--- src/rtl/timer_arbiter.sv ---
// Round-robin arbiter that lends one shared hardware timer to four requesters.
// It programs the timer over a simple write bus and reports expiry or cancellation.
module timer_arbiter (
   input  logic         clk,
   input  logic         reset,
   input  logic [3:0]   req,
   input  logic [127:0] period,
   input  logic [3:0]   cancel,
   output logic [3:0]   grant,
   output logic [3:0]   done,
   output logic         expired,
   output logic [31:0]  tmr_address,
   output logic [31:0]  tmr_data,
   output logic         tmr_wr,
   output logic         tmr_rd,
   input  logic         tmr_timeout
);

   localparam logic [31:0] ADDR_TIMEOUT = 32'h8000_0003;
   localparam logic [31:0] ADDR_START   = 32'h8000_0001;
   localparam logic [31:0] ADDR_STOP    = 32'h8000_0002;

   localparam logic [2:0] S_IDLE    = 3'd0;
   localparam logic [2:0] S_LOAD    = 3'd1;
   localparam logic [2:0] S_CLRSTOP = 3'd2;
   localparam logic [2:0] S_START   = 3'd3;
   localparam logic [2:0] S_ARM     = 3'd4;
   localparam logic [2:0] S_WAIT    = 3'd5;
   localparam logic [2:0] S_STOP    = 3'd6;
   localparam logic [2:0] S_DONE    = 3'd7;

   logic [2:0]  state;
   logic [1:0]  last;
   logic [31:0] per_q;
   logic [1:0]  win;
   logic [1:0]  idx;
   logic        win_vld;
   logic [31:0] win_per;
   logic [1:0]  owner;
   logic        owner_cancel;

   // Scan from the lowest priority (last) upward so the nearest requester after last wins.
   always_comb begin
      win     = last;
      win_vld = 1'b0;
      idx     = '0;
      for (int k = 4; k >= 1; k--) begin
         idx = last + 2'(k);
         if (req[idx]) begin
            win     = idx;
            win_vld = 1'b1;
         end
      end
   end

   assign win_per = period[{win, 5'd0} +: 32];

   always_comb begin
      owner = 2'd0;
      for (int i = 0; i < 4; i++)
         if (grant[i]) owner = 2'(i);
   end

   assign owner_cancel = |(cancel & grant);

   always_ff @(posedge clk or negedge reset) begin
      if (!reset) begin
         state   <= S_IDLE;
         grant   <= '0;
         per_q   <= '0;
         last    <= 2'd3;
         expired <= 1'b0;
      end else begin
         case (state)
            S_IDLE: begin
               expired <= 1'b0;
               if (win_vld) begin
                  grant <= 4'b0001 << win;
                  per_q <= win_per;
                  state <= (win_per == 32'd0) ? S_DONE : S_LOAD;
               end
            end
            S_LOAD:    state <= S_CLRSTOP;
            S_CLRSTOP: state <= S_START;
            S_START:   state <= S_ARM;
            S_ARM:     state <= S_WAIT;
            S_WAIT: begin
               // Timeout takes precedence over a simultaneous cancel.
               if (tmr_timeout) begin
                  state   <= S_DONE;
                  expired <= 1'b1;
               end else if (owner_cancel) begin
                  state <= S_STOP;
               end
            end
            S_STOP: begin
               state   <= S_DONE;
               expired <= 1'b0;
            end
            S_DONE: begin
               state   <= S_IDLE;
               grant   <= '0;
               last    <= owner;
               expired <= 1'b0;
            end
            default: state <= S_IDLE;
         endcase
      end
   end

   always_comb begin
      tmr_wr      = 1'b0;
      tmr_address = '0;
      tmr_data    = '0;
      case (state)
         S_LOAD:    begin tmr_wr = 1'b1; tmr_address = ADDR_TIMEOUT; tmr_data = per_q; end
         S_CLRSTOP: begin tmr_wr = 1'b1; tmr_address = ADDR_STOP;    tmr_data = 32'd0; end
         S_START:   begin tmr_wr = 1'b1; tmr_address = ADDR_START;   tmr_data = 32'd1; end
         S_ARM:     begin tmr_wr = 1'b1; tmr_address = ADDR_START;   tmr_data = 32'd0; end
         S_STOP:    begin tmr_wr = 1'b1; tmr_address = ADDR_STOP;    tmr_data = 32'd1; end
         default:   ;
      endcase
   end

   assign done   = (state == S_DONE) ? grant : 4'b0000;
   assign tmr_rd = 1'b0;

endmodule

--- config.mk ---
export PLATFORM = sky130hd
export DESIGN_NAME = timer_arbiter
export DESIGN_NICKNAME = d
export VERILOG_FILES = /design/src/rtl/timer_arbiter.sv
export SDC_FILE = /design/constraint.sdc
export NUM_CORES = 1
export LEC_CHECK = 0
export ABC_AREA = 1
export ABC_CLOCK_PERIOD_IN_PS = 5930
export BUFFER_PORTS_ARGS = -buffer_cell sky130_fd_sc_hd__buf_2
export CAP_MARGIN = 20
export CORE_MARGIN = 8
export CORE_UTILIZATION = 25
export CTS_CLUSTER_SIZE = 25
export DETAILED_ROUTE_END_ITERATION = 16
export PLACE_DENSITY_LB_ADDON = 0.08
export SYNTH_ARGS = -nofsm -noshare
export SYNTH_HDL_FRONTEND = slang
export SYNTH_SLANG_ARGS = --single-unit
--- constraint.sdc ---
create_clock -name clk -period 5.93 [get_ports clk]
set_clock_uncertainty 0.2 [all_clocks]
set_input_delay 1.186 -clock clk [delete_from_list [all_inputs] [get_ports clk]]
set_output_delay 1.186 -clock clk [all_outputs]
set_load 0.02 [all_outputs]
==> results.cfg <==
[run_status]
status = complete, no violations

[global_routing]
grt_pass1_wl_um = 22600
grt_remaining_overflow = 0
grt_max_degree = 59
track_usage_pct = 15.3
grt_pass1_vias = 4500
antenna_found_initial = 0

[clock_tree]
clkLatencyLatePin_ns = 0.28
post_cts_resized = 0
tritoncts = done
cts_sinks = 42
root_buffer = clkbuf_16
clockBufferDepth = 2
clkSlewWorstSetupHoldPaths_ns = 0.06
h-tree-depth = 2
holdBufCountCts = 0
cts_setup_buffers = 0
cts_inserted_buffers = 5

[drt]
vias = 4154
via_per_inst = 4.42
first_iter_violations = 164
wl_per_cell_um = 15.3
ant_nets = 0
drc = 0
wirelength_um = 14400
dr.pass1.iters = 4

[final_layout]
multi_input_area_um2 = 1950
nFillCells = 1634
num_antenna_cells = 0
register_area_um2 = 1050
drive_gt1_share_pct = 28.1
final_nets = 897
syn_to_final_growth_pct = 30.0

[yosys]
synth_area_leaders = dfrtp_1 (28%), nand2_1 (22%), nand3_1 (11%), nor2_1 (8.7%), buf_4 (7.8%)
yosys_warnings = 0
synthCells = 595
synth_flop_cell = dfrtp_1
yosysUniqueCellTypes = 29
yosys-top-cells-count = nand2_1 (207), nor2_1 (83), nand3_1 (79)
synth.avg_cell_area_um2 = 5.99
synth_area_um2 = 3560
yosysSeqAreaShare_pct = 29.6
ys_seq_elements = 42
synth.largest_area_cell = dfrtp_1
synthArstFlopShare_pct = 100
synth.most_common_cell = nand2_1
synth_top_area_share_pct = 28.1
synth-edff-count = 0

[timing]
slew_headroom_pct = 44.4
finalCritPeriodShare_pct = 65.4
setup_tns_ns = 0
setup_violations = 0
timing.final.max_slew_violations = 0
finalHoldViolCount = 0
whs_ns = 0.286
rsz0062_at_grt = no
period_needed_ns = 3.88
fmax_ghz = 0.258
worst_pin_slew_ns = 0.833

[setup_path]
crit_family = simple AND/OR/NAND/NOR gates
cp.required_ns = 5.91
worst-path-max-fanout = 38
cp_cell_sequence = buf_2 > nand2_1 > nand2_1 > nand2_2 > nand2_2 > inv_2 > nand3_2 > nand2_2 > inv_2 > nor2_2 > nand2_1 > nand2_1 > nor2_1 > nand2_1 > nor2_1 > nand2_1 > nor2_1 > nand3_1 > nand2_1
crit_type = in2reg
crit_path_end_kind = flip-flop
cp_common_cell = nand2_1
worstPathArrival_ns = 3.85
slowest_delay_ns = 0.67
cp_num_buf_inv = 3
cp-start-kind = input pin
crit_slowest_cell = nor2_2

[floorplan]
start_util_pct = 25.7
core_area_um2 = 13900
rows = 43
die_area_um2 = 18300
ios = 214
die_h_um = 135
dieWidth_um = 135

[power_and_ir_drop]
p_per_area_nw_per_um2 = 677
ir_worst_vdd_uv = 188
p_leak_uw = 0.00274
total_power_uw = 3140

[place]
gp_congestion = 0.816
dp_hpwl_um = 11400
portBuffers = 183

[job]
maxCapViolCount = 0

[worst_hold_path]
hold_class = reg2reg
## state kept, by name, summed over array words and instances, names as in the netlist
register / count
expired: 1
last: 2
state: 3
per_q: 32
grant: 4
## cell families after synthesis
family                    count (synthesis)  share of synthesized area (%)
and+or+nand+nor                         383                           44.2
buffers and inverters                   123                           18.9
AOI/OAI and AO/OA                        45                           7.02
DFF                                      42                           29.6
xor gates and xnor gates                  1                          0.246
other                                     1                          0.105
## power by group
group | switching (uW) | internal, uW
Sequential | 91.8 | 430
Combinational | 1600 | 648
Clock | 116 | 253
Total | 1800 | 1330
## final cells by class
cell class                      count  share of cell area [%]
Tap cell                          180                    4.86
Clock inverter                      2                    1.30
Clock buffer                        6                    3.00
Multi-Input combinational cell    459                    42.0
Sequential cell                    42                    22.7
Inverter                           60                    4.91
Timing Repair Buffer              190                    21.2
## stage by stage
step | cell area, um2 | setup slack (ns) | instances | utilization, %
floorplan | 3670 | 3.02 | 624 | -
global placement | 4410 | 1.81 | 929 | 31.7
detailed placement | 4410 | 1.73 | 929 | 31.7
CTS | 4610 | 2.01 | 937 | 33.2
global route | 4630 | 1.65 | 939 | 33.4
finish | 4630 | 2.05 | 939 | 33.4
## worst reg2reg max path, cell delays in order, from the launching register on
cell and delay (ns):
dfstp_2 0.64, inv_4 0.09, nand2_1 0.07, nand2_1 0.08
nand2_2 0.09, nand2_2 0.07, inv_2 0.08, nand3_2 0.08
nand2_2 0.33, inv_2 0.40, nor2_2 0.68, nand2_1 0.11
nand2_1 0.14, nor2_1 0.08, nand2_1 0.06, nor2_1 0.04
nand2_1 0.09, nor2_1 0.06, nand3_1 0.08, nand2_1 0.05
## layer usage
| layer | vias to the layer above | GRT usage, % | share of wire (%) |
|---|---|---|---|
| met5 | - | 0 | 0 |
| met3 | 11 | 3.89 | 7.8 |
| met1 | 1866 | 19.0 | 45 |
| li1 | 2115 | - | - |
| met4 | 0 | 3.33 | 1.2 |
| met2 | 162 | 25.9 | 46 |
## final timing paths
kind	end	start	slack, ns	cells after the start
max in group asynchronous	last[0]	reset	4.52	2
setup reg to reg	state[1]	last[0]	2.31	19
min in group asynchronous	expired	reset	0.52	1
setup / recovery	state[1]	req[0]	2.05	19
hold reg to reg	per_q[23]	per_q[23]	0.29	2
hold / removal	per_q[23]	per_q[23]	0.29	2
## cell usage in the layout (no fill, tap or decap), types with 5 or more instances in the layout
| master | instances |
|---|---|
| nand2_2 | 6 |
| inv_1 | 56 |
| nor2_1 | 83 |
| buf_4 | 6 |
| nand2_1 | 207 |
| dfrtp_1 | 40 |
| o21ai_0 | 33 |
| nand3_1 | 79 |
| buf_2 | 183 |
| clkbuf_16 | 5 |
| conb_1 | 30 |
| nand4_1 | 5 |
Note: power is estimated with default switching activity, not from simulation.
